<file path="src/rtl/spi_xfer_ctrl_pkg.sv">
// rtl/spi_xfer_ctrl_pkg.sv - shared state encoding, status codes and timer helpers
package spi_xfer_ctrl_pkg;

    typedef enum logic [3:0] {
        ST_IDLE    = 4'd0,
        ST_SETUP   = 4'd1,
        ST_FETCH   = 4'd2,
        ST_LOAD    = 4'd3,
        ST_SHIFT   = 4'd4,
        ST_UNLOAD  = 4'd5,
        ST_CAPTURE = 4'd6,
        ST_GAP     = 4'd7,
        ST_HOLD    = 4'd8
    } xfer_state_e;

    localparam logic [1:0] STATUS_OK      = 2'b00;
    localparam logic [1:0] STATUS_ABORT   = 2'b01;
    localparam logic [1:0] STATUS_TIMEOUT = 2'b10;

    // Width of the shared down-counter; covers setup/hold/gap and the shift watchdog.
    localparam int TMR_W = 8;

    // The engine must raise spi_active by L+3; timer loaded at L reads 0 at L+3.
    localparam int SHIFT_WATCH_CYC = 3;

    // Timer runs N cycles when loaded with N-1 (expire is seen in the Nth cycle).
    function automatic logic [TMR_W-1:0] tmr_preload(input int cycles);
        return (cycles > 0) ? TMR_W'(cycles - 1) : '0;
    endfunction

endpackage

</file>
<file path="src/rtl/spi_xfer_timer.sv">
// rtl/spi_xfer_timer.sv - loadable down-counter with expire flag at zero
module spi_xfer_timer #(
    parameter int W = 8
) (
    input  logic         clk_i,
    input  logic         rst_i,
    input  logic         load_i,
    input  logic [W-1:0] load_val_i,
    output logic         expire_o
);

    logic [W-1:0] cnt_q;
    logic [W-1:0] cnt_d;

    // Load wins; otherwise count down and rest at zero.
    always_comb begin
        cnt_d = cnt_q;
        if (load_i) begin
            cnt_d = load_val_i;
        end else if (cnt_q != '0) begin
            cnt_d = cnt_q - W'(1);
        end
    end

    // Counter register.
    always_ff @(posedge clk_i or posedge rst_i) begin
        if (rst_i) begin
            cnt_q <= '0;
        end else begin
            cnt_q <= cnt_d;
        end
    end

    assign expire_o = (cnt_q == '0);

endmodule

</file>
<file path="src/rtl/spi_xfer_ctrl.sv">
// rtl/spi_xfer_ctrl.sv - multi-byte SPI transaction sequencer around a byte shift engine
module spi_xfer_ctrl #(
    parameter int LEN_W    = 8,
    parameter int CS_SETUP = 2,
    parameter int CS_HOLD  = 1,
    parameter int GAP_CYC  = 1
) (
    input  logic             clock_in,
    input  logic             rst,
    input  logic             start,
    input  logic [LEN_W-1:0] nbytes,
    input  logic             abort,
    input  logic [7:0]       tx_data,
    input  logic             tx_valid,
    output logic             tx_ready,
    output logic [7:0]       rx_data,
    output logic             rx_valid,
    output logic             busy,
    output logic             done,
    output logic [1:0]       status,
    output logic             cs_n,
    output logic             spi_load,
    output logic             spi_unload,
    output logic [7:0]       spi_datain,
    input  logic [7:0]       spi_dataout,
    input  logic             spi_active
);

    import spi_xfer_ctrl_pkg::*;

    xfer_state_e      state_q, state_d;
    logic             cs_n_q, cs_n_d;
    logic             done_q, done_d;
    logic             rx_valid_q, rx_valid_d;
    logic [1:0]       status_q, status_d;
    logic [LEN_W-1:0] remaining_q, remaining_d;
    logic [7:0]       datain_q, datain_d;
    logic [7:0]       rx_data_q, rx_data_d;
    logic             seen_q, seen_d;

    logic             tmr_load;
    logic [TMR_W-1:0] tmr_val;
    logic             tmr_expire;

    spi_xfer_timer #(
        .W(TMR_W)
    ) u_timer (
        .clk_i     (clock_in),
        .rst_i     (rst),
        .load_i    (tmr_load),
        .load_val_i(tmr_val),
        .expire_o  (tmr_expire)
    );

    // Next-state and register-update decode for the transaction sequencer.
    always_comb begin
        state_d     = state_q;
        cs_n_d      = cs_n_q;
        done_d      = 1'b0;
        rx_valid_d  = 1'b0;
        status_d    = status_q;
        remaining_d = remaining_q;
        datain_d    = datain_q;
        rx_data_d   = rx_data_q;
        seen_d      = seen_q;
        tmr_load    = 1'b0;
        tmr_val     = '0;

        unique case (state_q)
            ST_IDLE: begin
                if (start) begin
                    status_d = STATUS_OK;
                    if (nbytes != '0) begin
                        remaining_d = nbytes;
                        cs_n_d      = 1'b0;
                        state_d     = ST_SETUP;
                        tmr_load    = 1'b1;
                        tmr_val     = tmr_preload(CS_SETUP);
                    end else begin
                        // Empty transaction: report completion without touching cs_n.
                        done_d = 1'b1;
                    end
                end
            end
            ST_SETUP: begin
                if (abort) begin
                    status_d = STATUS_ABORT;
                    state_d  = ST_HOLD;
                    tmr_load = 1'b1;
                    tmr_val  = tmr_preload(CS_HOLD);
                end else if (tmr_expire) begin
                    state_d = ST_FETCH;
                end
            end
            ST_FETCH: begin
                if (abort) begin
                    status_d = STATUS_ABORT;
                    state_d  = ST_HOLD;
                    tmr_load = 1'b1;
                    tmr_val  = tmr_preload(CS_HOLD);
                end else if (tx_valid) begin
                    datain_d = tx_data;
                    state_d  = ST_LOAD;
                end
            end
            ST_LOAD: begin
                seen_d   = 1'b0;
                state_d  = ST_SHIFT;
                tmr_load = 1'b1;
                tmr_val  = tmr_preload(SHIFT_WATCH_CYC);
            end
            ST_SHIFT: begin
                if (spi_active) begin
                    seen_d = 1'b1;
                end
                if (seen_q && !spi_active) begin
                    state_d = ST_UNLOAD;
                end else if (!seen_q && !spi_active && tmr_expire) begin
                    // Engine never started: abandon the byte, no unload or rx pulse.
                    status_d = STATUS_TIMEOUT;
                    state_d  = ST_HOLD;
                    tmr_load = 1'b1;
                    tmr_val  = tmr_preload(CS_HOLD);
                end
            end
            ST_UNLOAD: begin
                state_d = ST_CAPTURE;
            end
            ST_CAPTURE: begin
                rx_data_d   = spi_dataout;
                rx_valid_d  = 1'b1;
                remaining_d = remaining_q - LEN_W'(1);
                if (remaining_q == LEN_W'(1)) begin
                    state_d  = ST_HOLD;
                    tmr_load = 1'b1;
                    tmr_val  = tmr_preload(CS_HOLD);
                end else if (abort) begin
                    status_d = STATUS_ABORT;
                    state_d  = ST_HOLD;
                    tmr_load = 1'b1;
                    tmr_val  = tmr_preload(CS_HOLD);
                end else if (GAP_CYC == 0) begin
                    state_d = ST_FETCH;
                end else begin
                    state_d  = ST_GAP;
                    tmr_load = 1'b1;
                    tmr_val  = tmr_preload(GAP_CYC);
                end
            end
            ST_GAP: begin
                if (abort) begin
                    status_d = STATUS_ABORT;
                    state_d  = ST_HOLD;
                    tmr_load = 1'b1;
                    tmr_val  = tmr_preload(CS_HOLD);
                end else if (tmr_expire) begin
                    state_d = ST_FETCH;
                end
            end
            ST_HOLD: begin
                if (tmr_expire) begin
                    cs_n_d  = 1'b1;
                    done_d  = 1'b1;
                    state_d = ST_IDLE;
                end
            end
            default: begin
                state_d = ST_IDLE;
                cs_n_d  = 1'b1;
            end
        endcase
    end

    // State and datapath registers.
    always_ff @(posedge clock_in or posedge rst) begin
        if (rst) begin
            state_q     <= ST_IDLE;
            cs_n_q      <= 1'b1;
            done_q      <= 1'b0;
            rx_valid_q  <= 1'b0;
            status_q    <= STATUS_OK;
            remaining_q <= '0;
            datain_q    <= '0;
            rx_data_q   <= '0;
            seen_q      <= 1'b0;
        end else begin
            state_q     <= state_d;
            cs_n_q      <= cs_n_d;
            done_q      <= done_d;
            rx_valid_q  <= rx_valid_d;
            status_q    <= status_d;
            remaining_q <= remaining_d;
            datain_q    <= datain_d;
            rx_data_q   <= rx_data_d;
            seen_q      <= seen_d;
        end
    end

    // Abort gates tx_ready so no byte is accepted in the cycle the transaction ends.
    assign tx_ready   = (state_q == ST_FETCH) && !abort;
    assign busy       = (state_q != ST_IDLE);
    assign spi_load   = (state_q == ST_LOAD);
    assign spi_unload = (state_q == ST_UNLOAD);
    assign cs_n       = cs_n_q;
    assign done       = done_q;
    assign rx_valid   = rx_valid_q;
    assign status     = status_q;
    assign rx_data    = rx_data_q;
    assign spi_datain = datain_q;

endmodule
</file>
<file path="config.mk">
export PLATFORM = sky130hd
export DESIGN_NAME = spi_xfer_ctrl
export DESIGN_NICKNAME = d
export VERILOG_FILES = /design/src/rtl/spi_xfer_ctrl_pkg.sv /design/src/rtl/spi_xfer_timer.sv /design/src/rtl/spi_xfer_ctrl.sv
export SDC_FILE = /design/constraint.sdc
export NUM_CORES = 1
export LEC_CHECK = 0
export ABC_AREA = 1
export BUFFER_PORTS_ARGS = -buffer_cell sky130_fd_sc_hd__buf_4
export CAP_MARGIN = 20
export CORE_MARGIN = 2
export CORE_UTILIZATION = 37
export CTS_CLUSTER_SIZE = 24
export DETAILED_ROUTE_END_ITERATION = 7
export PLACE_DENSITY_LB_ADDON = 0.08
export SETUP_SLACK_MARGIN = 0.1
export SLEW_MARGIN = 40
export SYNTH_ARGS = -nofsm -noshare
export SYNTH_HDL_FRONTEND = slang
export SYNTH_SLANG_ARGS = --single-unit
</file>
<file path="constraint.sdc">
create_clock -name clock_in -period 4.2 [get_ports clock_in]
set_clock_uncertainty 0.2 [all_clocks]
set_input_delay 0.42 -clock clock_in [delete_from_list [all_inputs] [get_ports clock_in]]
set_output_delay 0.42 -clock clock_in [all_outputs]
set_load 0.02 [all_outputs]
</file>
# Yosys cells after proc, flatten, opt, wreduce, memory -nomap -nowiden

Cells that the tools add are included.

Memories kept: 0
Output and inout bits: 25
Bits in latches: 0
Word-level logic and storage cells: 102
Bits in registers: 42
Bits in read-only memories: 0
RAM bits: 0

Div/mod/pow operators: 0
Multipliers: 0
Order comparisons: 0
Reductions and logical operators: 26
Bitwise operators: 2
Mux-type cells: 43
Equality and inequality tests: 19
$add $sub $neg: 2
Shifts and indexed selects: 0

Operators with widths:

| cell                                             | number |
|---|---|
| two-way mux 4 bit                                | 11 |
| two-way mux 8 bit                                | 4 |
| case mux 4 bit (8 select lines)                  | 1 |
| == test 4 x 3 -> 1 bit, second input constant    | 4 |
| case mux 8 bit (2 select lines)                  | 1 |
| nonzero test 8 bit                               | 2 |
| subtractor 8 x 1 -> 8 bit, second input constant | 2 |
| two-way mux 1 bit                                | 15 |
| != test 2 bit, second input constant             | 7 |
| two-way mux 2 bit                                | 5 |
| == test 4 x 2 -> 1 bit, second input constant    | 2 |
| == test 8 x 1 -> 1 bit, second input constant    | 1 |
| zero test 8 bit                                  | 1 |
| case mux 2 bit (4 select lines)                  | 1 |
| nonzero test 4 bit                               | 2 |
| OR reduction 7 bit                               | 1 |
| != test 3 bit, second input constant             | 2 |
| AND reduction 3 bit                              | 2 |
| AND reduction 6 bit                              | 1 |
| nonzero test 2 bit                               | 3 |
| AND reduction 5 bit                              | 1 |
| == test 4 x 1 -> 1 bit, second input constant    | 1 |
| == test 4 bit, second input constant             | 1 |
| logical AND 1 bit                                | 4 |
| other kinds (12)                                 | 17 |

# Logic depth before layout (Yosys ltp)

Gate-level depths: netlist (run 1).

Depth in word-level cells: 7
Mapped depth: 11
Depth with buffers taken out: 11

# Cells and area by module

Synthesis (run 1) repeated with hierarchy kept, for this count alone.

Cells, all modules: 354
Area, all modules: 2,552.4 µm²

Modules (own cells, without submodules):

| module         | area an instance (µm²) | cells each | times used | seq. area each (µm²) |
|---|---|---|---|---|
| spi_xfer_ctrl  | 2,021.9                | 283        | 1          | 852.1 |
| spi_xfer_timer | 530.5                  | 71         | 1          | 200.2 |

# Worst setup path before layout (run 1)

No wires, ideal clock.

Path type: flip-flop to flip-flop
Start point: reg state_q[3]
End point: reg remaining_q[3]
Cell stages (with the launch flop): 10
Buffers on the path: 1
Setup slack: 2,466 ps
Data arrival time: 1,410 ps
Cells stage by stage: dfrtp_1 -> nor2_1 -> nand2_2 -> nor2_2 -> o21ai_2 -> nand2_2 -> buf_6 -> o21ai_0 -> nand2_1 -> o21ai_1

Longest elaborated chain between the ends: 3

Ends and longest elaborated chain:

| what                                                                 | line                 | text |
|---|---|---|
| from (decl)                                                          | spi_xfer_ctrl.sv:31  | `xfer_state_e state_q, state_d;` |
| from (signal assigned)                                               | spi_xfer_ctrl.sv:187 | `state_q <= state_d;` |
| == test 4 x 3 -> 1 bit or zero test 4 bit (tied branches)            | spi_xfer_ctrl.sv:69  | `unique case (state_q)` |
| nonzero test 2 bit (no source line) or != test 2 bit (tied branches) | --                   |  |
| AND reduction 3 bit (no source line)                                 | --                   |  |
| to (signal assigned)                                                 | spi_xfer_ctrl.sv:192 | `remaining_q <= remaining_d;` |
| to (decl)                                                            | spi_xfer_ctrl.sv:36  | `logic [LEN_W-1:0] remaining_q, remaining_d;` |

Several ways; a longest one is shown, not always the timed one.
A chain may end at the register's enable or synchronous reset.

# Worst setup path after layout (run 1)

Start point: reg state_q[2]
End point: out tx_ready

Longest elaborated chain between the ends: 2

Ends and longest elaborated chain:

| what                   | line                 | text |
|---|---|---|
| == test 4 x 2 -> 1 bit | spi_xfer_ctrl.sv:200 | `assign tx_ready = (state_q == ST_FETCH) && !abort;` |
| logical AND 1 bit      | spi_xfer_ctrl.sv:200 |  |
| to (decl)              | spi_xfer_ctrl.sv:15  | `output logic tx_ready,` |

Every way passes these cells.

==> results.yml, run 1 <==
power_and_ir_drop:
  peakVddDrop_mv: 0.272
  p_switching_mw: 0.907
  intPower_mw: 1.10
  swShare: 0.452
  pwr-share-seq: 0.350
  power_density_nw_per_um2: 688
  power.leakage_nw: 1.55
  pwr-share-clk: 0.143
  pwr-share-comb: 0.507
critical_path:
  cp-start-kind: "flop"
  r2r_cells: 9
  crit_path_max_fanout: 6
  crit_required_ps: 3580
  slowest_delay_ps: 450
  setup.worst_path.class: "flop to primary output"
  path_buf_inv: 2
  crit_path_cell_trace: "nor2_1 -> nand3_2 -> inv_2 -> buf_4"
  endpoint_kind: "primary output"
  cp_num_cells: 4
  critPathTopFamily: "simple AND/OR/NAND/NOR gates"
  critical_path.slowest_cell: "dfrtp_1"
  arrival_ps: 1520
finish:
  n_fill_cell: 627
  multi_input_area_um2: 1140
  final_common_cell: "nand2_1"
  fin_area_um2: 2920
  drive_gt1_frac: 0.245
  nets: 396
  final_cell_mix: "nand2_1, buf_4, dfrtp_1"
  areaGrowthSynthToFinish_pct: 24.1
  n_antenna_cell: 0
  seq_area_um2: 1050
  fin_util: 0.467
clock_network:
  path_clk_slew_ps: 90
  clock_latency_ps: 300
  cts_sinks: 42
  cts_tree: "built"
  cts_setup_buffers: 0
  cts_resized: 0
  numCtsBuffers: 5
  htree_num_levels: 2
  cts.root.buffer_cell: "clkbuf_8"
  clockBufferDepth: 2
  postCtsHoldBufs: 0
routing:
  drt_first_pass_iters: 4
  num_vias: 2102
  ant_nets: 0
  via_per_inst: 4.78
  route.detailed.drc: 0
  wire_per_inst_um: 12.5
  wl_um: 5490
  drtIter0Drc: 91
synth:
  syn_area_um2: 2350
  netlist_top_cells_area: "dfrtp_1, nand2_1, nor2_1, inv_1, o21ai_0"
  synth.area.mux_share: 0.0383
  synth_compound_area_frac: 0.0798
  synthSimpleGateAreaFrac: 0.325
  synth_top_area_frac: 0.436
  ys_async_sr_fraction: 1.00
  synth_xor_area_frac: 0.0186
  synth_fp_nets: 338
  synth_edf_count: 0
  synthesis.instances: 304
  yosysTopAreaCell: "dfrtp_1"
  synth_cell_types: 32
  postSynthAreaPerCell_um2: 7.73
  synth_top_family_by_area: "simple AND/OR/NAND/NOR gates"
  yosys.area_share.adder: 0.0213
  seq_area_frac_synth: 0.448
  ys.flop_type: "dfrtp_1"
  synth-seq-cells: 42
  yosys_warnings: 0
timing:
  tightest_slew_ps: 544
  rsz0062_at_grt: "no"
  setup_tns_ps: 0
  slew_viol_final: 0
  hold_violations: 0
  fmax_mhz: 467
  finalSetupViolCount: 0
  slew_headroom: 0.637
  fin_crit_sh: 0.510
  period_minus_slack_ps: 2140
floorplanning:
  die_height_um: 83.7
  core_area_um2: 6240
  dieArea_um2: 7010
  die_w_um: 83.7
  start_util: 0.377
  rows: 29
  ios: 55
global_routing:
  first_global_vias: 2019
  grt_usage: 0.164
  antenna_found_initial: 0
  grt_start_max_net_pins: 43
  grt_overflow: 0
  grt_pass1_wl_um: 9310
job:
  maxCapViolCount: 0
place:
  gp_congestion: 0.818
  portBuffers: 54
  placed_area_um2: 2820
  dpl.hpwl_um: 4060
run_status:
  outcome: "finished clean"
worst_hold_path:
  hold_path.class: "input port to async pin"
-- metrics by stage --
stage          hold WS, ps  power, mW  cells  worst slack [ps]
6_report              30.0       2.01    440              2060
5_1_grt               98.0       2.19    440              1920
4_1_cts               59.1       2.03    440              2010
3_5_place_dp           268       1.73    432              2170
3_3_place_gp           263       1.73    432              2140
2_1_floorplan          253       1.41    304              2470
-- logic make-up after synthesis --
family,count (synthesis)
XOR/XNOR,5
buffers and inverters,37
flip-flops,42
multiplexers,8
adder cells (fa/ha/maj),4
AO/OA/AOI/OAI,35
AND/OR/NAND/NOR,173
-- Yosys cell counts, drive strengths merged, types with 2 or more instances --
master / instances
mux2: 8
buf: 4
nand4: 6
o21ai: 23
nor3: 2
nor2: 47
nand3: 20
inv: 33
xor2: 5
or2: 2
a21oi: 8
nand2: 95
dfrtp: 41
ha: 4
-- path summary, 6_finish.rpt --
kind                                     start               end  slack [ps]
worst max-delay path                state_q[2]          tx_ready        2060
worst min-delay path                       rst        rx_data[0]          30
worst max register to register      state_q[2]    remaining_q[7]        2160
worst min register to register       status[1]         status[1]         290
max in group asynchronous                  rst  u_timer.cnt_q[6]        3370
min in group clock_in           spi_dataout[0]        rx_data[0]         100
-- sequential cells by signal (all words and copies together), names as in the netlist --
name	count
rx_valid	1
remaining_q	8
state_q	4
u_timer.cnt_q	8
rx_data	8
spi_datain	8
cs_n	1
status	2
seen_q	1
done	1
-- layer usage --
metal | vias to the layer above | GRT usage | wire (um)
met3 | 4 | 0.0346 | 229
met2 | 45 | 0.269 | 2580
li1 | 1081 | - | -
met4 | 0 | 0.0440 | 42
met1 | 972 | 0.221 | 2640
met5 | - | 0 | 0
-- worst min-delay path, cell delays in order --
cell	delay [ps]
buf_4	100
inv_1	40
buf_4	430
-- power groups by stage --
stage	Combinational [mW]	Sequential, mW	Clock, mW
6_report	1.02	0.703	0.287
5_1_grt	1.16	0.728	0.311
4_1_cts	1.02	0.704	0.299
3_5_place_dp	1.02	0.707	0
3_3_place_gp	1.01	0.712	0
2_1_floorplan	0.607	0.799	0
-- area by class of cell --
type / instances / share of cell area
clock buffer: 5 / 0.0236
timing repair buffer: 55 / 0.142
sequential: 42 / 0.361
clock inverter: 3 / 0.00901
tap: 77 / 0.0330
multi-input combinational: 225 / 0.390
inverter: 33 / 0.0425
Note: power is estimated with default switching activity, not from simulation.
==> run 2: changes to the inputs <==
==> constraint.sdc (replaced) <==
create_clock -name clock_in -period 1.9 [get_ports clock_in]
set_clock_uncertainty 0.2 [all_clocks]
set_input_delay 0.19 -clock clock_in [delete_from_list [all_inputs] [get_ports clock_in]]
set_output_delay 0.19 -clock clock_in [all_outputs]
set_load 0.02 [all_outputs]
==> run 2 against run 1 <==
Compared with the run above:
- highest routed layer unchanged
- critical endpoint is now spi_load
- die area is the same
- clock power is 110% higher
- worst hold slack got worse by 14 ps
- cell area increased by 15%
- wire length is 6.0% higher
- first-iteration DRC count shrank 38%
- worst setup slack worse by 1900 ps
==> results.yml, run 2 (synthesis results as in run 1) <==
power_and_ir_drop:
  peakVddDrop_mv: 0.620
  power_density_nw_per_um2: 1420
  finalPower_mw: 4.77
  power.leakage_nw: 1.74
clock_network:
  numCtsBuffers: 5
  cts_tree: "built"
  path_clk_slew_ps: 90
  clock_latency_ps: 300
  htree_num_levels: 2
  cts_sinks: 42
  clockBufferDepth: 2
  cts.root.buffer_cell: "clkbuf_8"
floorplanning:
  start_util: 0.377
  dieArea_um2: 7010
  die_height_um: 83.7
  die_w_um: 83.7
  ios: 55
  rows: 29
  core_area_um2: 6240
global_routing:
  grt_pass1_wl_um: 9770
  first_global_vias: 2132
  grt_start_max_net_pins: 43
  grt_overflow: 0
  grt_usage: 0.172
  antenna_found_initial: 0
timing:
  tightest_slew_ps: 542
  hold_violations: 0
  slew_viol_final: 0
  period_minus_slack_ps: 1750
  rsz0062_at_grt: "yes"
  setup_tns_ps: 0
  fin_ws_ps: 148
  finalSetupViolCount: 0
  fin_crit_sh: 0.922
  slew_headroom: 0.639
  fmax_mhz: 571
routing:
  route.detailed.drc: 0
  num_vias: 2252
  wire_per_inst_um: 12.1
  ant_nets: 0
  via_per_inst: 4.69
  drt_first_pass_iters: 4
  wl_um: 5820
  drtIter0Drc: 56
critical_path:
  cp-startpoint: "state_q[3]"
  cp-start-kind: "flop"
  path_buf_inv: 3
  crit_required_ps: 1510
  slowest_delay_ps: 470
  arrival_ps: 1360
  critical_path.slowest_cell: "dfrtp_2"
  regToRegEndpoint: "spi_datain[2]"
  r2r_slack_ps: 160
  timing.rr.start: "state_q[3]"
  crit_path_max_fanout: 5
  critPathTopFamily: "flip-flops"
  endpoint_kind: "primary output"
  r2r_cells: 7
  crit_path_frequent_cell: "buf_4"
  crit_path_cell_trace: "inv_4 -> nand2_1 -> nor2_4 -> buf_4 -> buf_4"
  setup.worst_path.class: "flop to primary output"
place:
  place_ws_ps: 53.6
  portBuffers: 54
  gp_congestion: 0.848
  dpl.hpwl_um: 4100
finish:
  nets: 436
  final_cell_mix: "nand2_1, buf_4, dfrtp_1"
  final_common_cell: "nand2_1"
  n_antenna_cell: 0
  drive_gt1_frac: 0.323
  areaGrowthSynthToFinish_pct: 42.6
  fin_util: 0.537
  n_fill_cell: 609
worst_hold_path:
  min_from: "abort"
  whs_path_depth: 3
  min_to: "status[0]"
  hold_path.class: "input port to flop"
run_status:
  outcome: "finished clean"
job:
  maxCapViolCount: 0
run 2: worst register-to-register path: stages (launching register included):
cell,delay [ps]
dfrtp_2,470
nor2_4,120
buf_4,140
nand3_2,110
inv_2,90
buf_4,110
nand2_4,80
mux2_1,310
run 2: area by class of cell:
type / count / area, um2 / share of cell area
clock buffer: 5 / 68.8 / 0.0205
clock inverter: 3 / 21.3 / 0.00635
multi-input combinational: 225 / 1210 / 0.360
timing repair buffer: 95 / 773 / 0.231
tap: 77 / 96.3 / 0.0287
sequential: 42 / 1060 / 0.315
inverter: 33 / 129 / 0.0384
run 2: routing by layer:
layer  global-route usage  share of wire  vias to the layer above
met5                    0              0                        -
met4               0.0513          0.012                        0
met3               0.0366          0.037                        7
met2                0.289           0.48                       42
met1                0.224           0.47                     1039
li1                     -              -                     1164
run 2: worst max-delay path by stage:
stage | to | slack, ps | cells past startpoint
2_1_floorplan | remaining_q[3] | 170 | 9
3_3_place_gp | state_q[1] | 40 | 9
3_5_place_dp | state_q[3] | 50 | 8
4_1_cts | remaining_q[7] | 80 | 9
5_1_grt | remaining_q[2] | 60 | 8
6_report | spi_load | 150 | 5
run 2: what timing repair did:
action	CTS	global route
resized for setup	7	27
hold buffers	21	0
pin swaps	2	8
buffers inserted	3	11
setup endpoints to repair	7	26
hold endpoints to repair	61	0
run 2: power breakdown:
part	total [mW]	switching [mW]	internal, mW
clock network	0.597	0.339	0.259
logic	2.59	1.48	1.11
registers	1.58	0.288	1.29
total	4.77	2.11	2.66
run 2: through the flow:
step | hold WS, ps | area (um2) | instances
6_report | 16.1 | 3350 | 480
5_1_grt | 19.9 | 3350 | 480
4_1_cts | 1.51 | 3210 | 470
3_5_place_dp | 176 | 2870 | 438
3_3_place_gp | 172 | 2870 | 438
2_1_floorplan | 99.6 | 2350 | 304
==> run 3: changes to the inputs <==
--- a/config.mk
+++ b/config.mk
@@ -5,7 +5,6 @@
 export SDC_FILE = /design/constraint.sdc
 export NUM_CORES = 1
 export LEC_CHECK = 0
-export ABC_AREA = 1
 export BUFFER_PORTS_ARGS = -buffer_cell sky130_fd_sc_hd__buf_4
 export CAP_MARGIN = 20
 export CORE_MARGIN = 2
==> run 3 against run 2 <==
Compared with the run above:
- the flow now finishes with violations (setup timing)
- wire length increased by 18%
- register-to-register slack got worse by 260 ps
- die area about the same
- highest routed layer unchanged
- largest power group unchanged
- area after synthesis about the same
- synthesized cell count decreased by 21%
- cell area increased by 24%
- count of clock-buffer cells in the layout unchanged
- sequential cell count unchanged
- final cell count decreased by 0.42%
==> results.yml, run 3 <==
critical_path:
  crit_path_max_fanout: 6
  cp-start-kind: "flop"
  critical_path.slowest_cell: "dfrtp_2"
  cp-startpoint: "state_q[0]"
  endpoint_kind: "flop"
  timing.rr.start: "state_q[0]"
  crit_required_ps: 1880
  slowest_delay_ps: 460
  crit_path_frequent_cell: "buf_4"
  crit_path_cell_trace: "buf_4 -> buf_4 -> a2111oi_2 -> o221ai_2 -> mux2_4"
  setup.worst_path.class: "flop to flop"
  arrival_ps: 1980
synth:
  synth.area.mux_share: 0.0543
  yosys.area_share.adder: 0.0213
  synth_compound_area_frac: 0.180
  synth_top_area_frac: 0.436
  ys.flop_type: "dfrtp_1"
  ys_async_sr_fraction: 1.00
  netlist_top_cells_area: "dfrtp_1, nand2_1, mux2_2, nor2_1, a21oi_1"
  synth_edf_count: 0
  yosys_warnings: 0
  synth_top_family_by_area: "simple AND/OR/NAND/NOR gates"
  postSynthAreaPerCell_um2: 9.84
  synth_cell_types: 57
  synthesis.instances: 239
  syn_area_um2: 2350
  synth_xor_area_frac: 0.0335
  synth_fp_nets: 273
  yosysTopAreaCell: "dfrtp_1"
  seq_area_frac_synth: 0.447
  synth_common_cells: "dfrtp_1, nand2_1, nor2_1"
  synthSimpleGateAreaFrac: 0.214
  yosys.cell_count.top_type: "dfrtp_1"
  synth-seq-cells: 42
worst_hold_path:
  hold_path.class: "input port to flop"
  min_from: "spi_active"
clock_network:
  htree_num_levels: 2
  cts_sinks: 42
  clock_latency_ps: 290
  path_clk_slew_ps: 80
  cts_tree: "built"
  cts.root.buffer_cell: "clkbuf_8"
  clockBufferDepth: 2
  numCtsBuffers: 5
run_status:
  outcome: "complete, but fails checks"
  violations: "setup timing"
routing:
  wl_met1_um: 3000
  via_per_inst: 4.91
  drt_first_pass_iters: 5
  num_vias: 2346
  route.met2.wl_um: 3680
  drtIter0Drc: 123
  met3WireLength_um: 175
  routed.top_layer: "met4"
  route.detailed.drc: 0
  wl_um: 6900
  wire_per_inst_um: 14.4
  ant_nets: 0
global_routing:
  first_global_vias: 2307
  grt_start_max_net_pins: 43
  grt_overflow: 0
  grt_usage: 0.197
  grt_pass1_wl_um: 11100
  antenna_found_initial: 0
finish:
  final_common_cell: "buf_4"
  nets: 434
  areaGrowthSynthToFinish_pct: 76.3
  drive_gt1_frac: 0.566
  n_antenna_cell: 0
  final_cell_mix: "buf_4, dfrtp_1, nand2_1"
  layout.cells.non_filler: 478
job:
  maxCapViolCount: 0
power_and_ir_drop:
  power.leakage_nw: 1.94
  intPower_mw: 4.03
  peakVddDrop_mv: 0.872
  finalPower_mw: 6.56
  pwr-share-clk: 0.130
  pwr-share-comb: 0.631
  pwr-share-seq: 0.239
  p_switching_mw: 2.53
  swShare: 0.386
  power_density_nw_per_um2: 1580
floorplanning:
  start_util: 0.377
  die_w_um: 83.7
  rows: 29
  die_height_um: 83.7
  core_area_um2: 6240
  ios: 55
  dieArea_um2: 7010
place:
  dpl.cell_count: 429
  portBuffers: 54
  gp_congestion: 0.856
  dpl.hpwl_um: 4430
timing:
  rsz0062_at_grt: "yes"
  slew_viol_final: 0
  fmax_mhz: 499
  slew_headroom: 0.641
  finalSetupViolCount: 21
  fin_ws_ps: -104
  period_minus_slack_ps: 2000
  tightest_slew_ps: 539
  fin_crit_sh: 1.05
  hold_violations: 0
run 3: cell families after synthesis:
family	Yosys count
and+or+nand+nor	95
buffers and inverters	24
AOI/OAI and AO/OA	54
DFF	42
xor gates and xnor gates	9
muxes	11
adders and majority gates	4
run 3: worst max-delay path, delay by kind of cell (launching register included):
family	cells	cell delay (ps)
flops	1	460
mux	1	330
buf+inv	2	310
compound gates	2	600
run 3: area by class of cell:
cell class,instances,area (um2)
tap,77,96.3
inverter,16,65.1
sequential,42,1060
clock buffer,5,68.8
multi-input combinational,173,1440
fill,507,2090
clock inverter,3,68.8
timing repair buffer,162,1360
run 3: worst paths after layout:
path	to	cells after the start	slack (ps)
max in group asynchronous	state_q[2]	4	690
worst max register to register	status[0]	5	-100
worst min register to register	rx_data[0]	2	280
min in group asynchronous	spi_datain[7]	4	410
worst min-delay path	seen_q	3	9
worst max-delay path	status[0]	5	-100
run 3: stage by stage:
step	setup WS (ps)	setup TNS, ps	hold slack, ps	util	area (um2)
2_1_floorplan	-98.3	-343	95.4	-	2370
3_3_place_gp	-143	-1260	164	0.534	3330
3_5_place_dp	-162	-1310	173	0.534	3330
4_1_cts	-93.4	-697	1.38	0.639	3990
5_1_grt	-199	-3040	9.94	0.665	4150
6_report	-104	-1230	8.76	0.665	4150
run 3: what timing repair did:
action,CTS,global route
endpoints found under the setup margin,42,43
pin swaps,18,8
hold endpoints to repair,59,0
cloned,1,0
resized for setup,45,34
buffers inserted,15,7
hold buffers,19,0
run 3: power groups by stage:
stage / clock network (mW) / registers, mW / logic [mW]
2_1_floorplan: 0 / 1.81 / 1.48
3_3_place_gp: 0 / 1.56 / 3.08
3_5_place_dp: 0 / 1.57 / 3.10
4_1_cts: 0.869 / 1.57 / 3.79
5_1_grt: 0.913 / 1.61 / 4.47
6_report: 0.850 / 1.57 / 4.14
run 3: layer usage:
layer  GRT usage  vias to the layer above
met5           0                        -
met4      0.0455                        0
met3      0.0366                        4
met2       0.344                       31
met1       0.254                     1147
li1            -                     1164
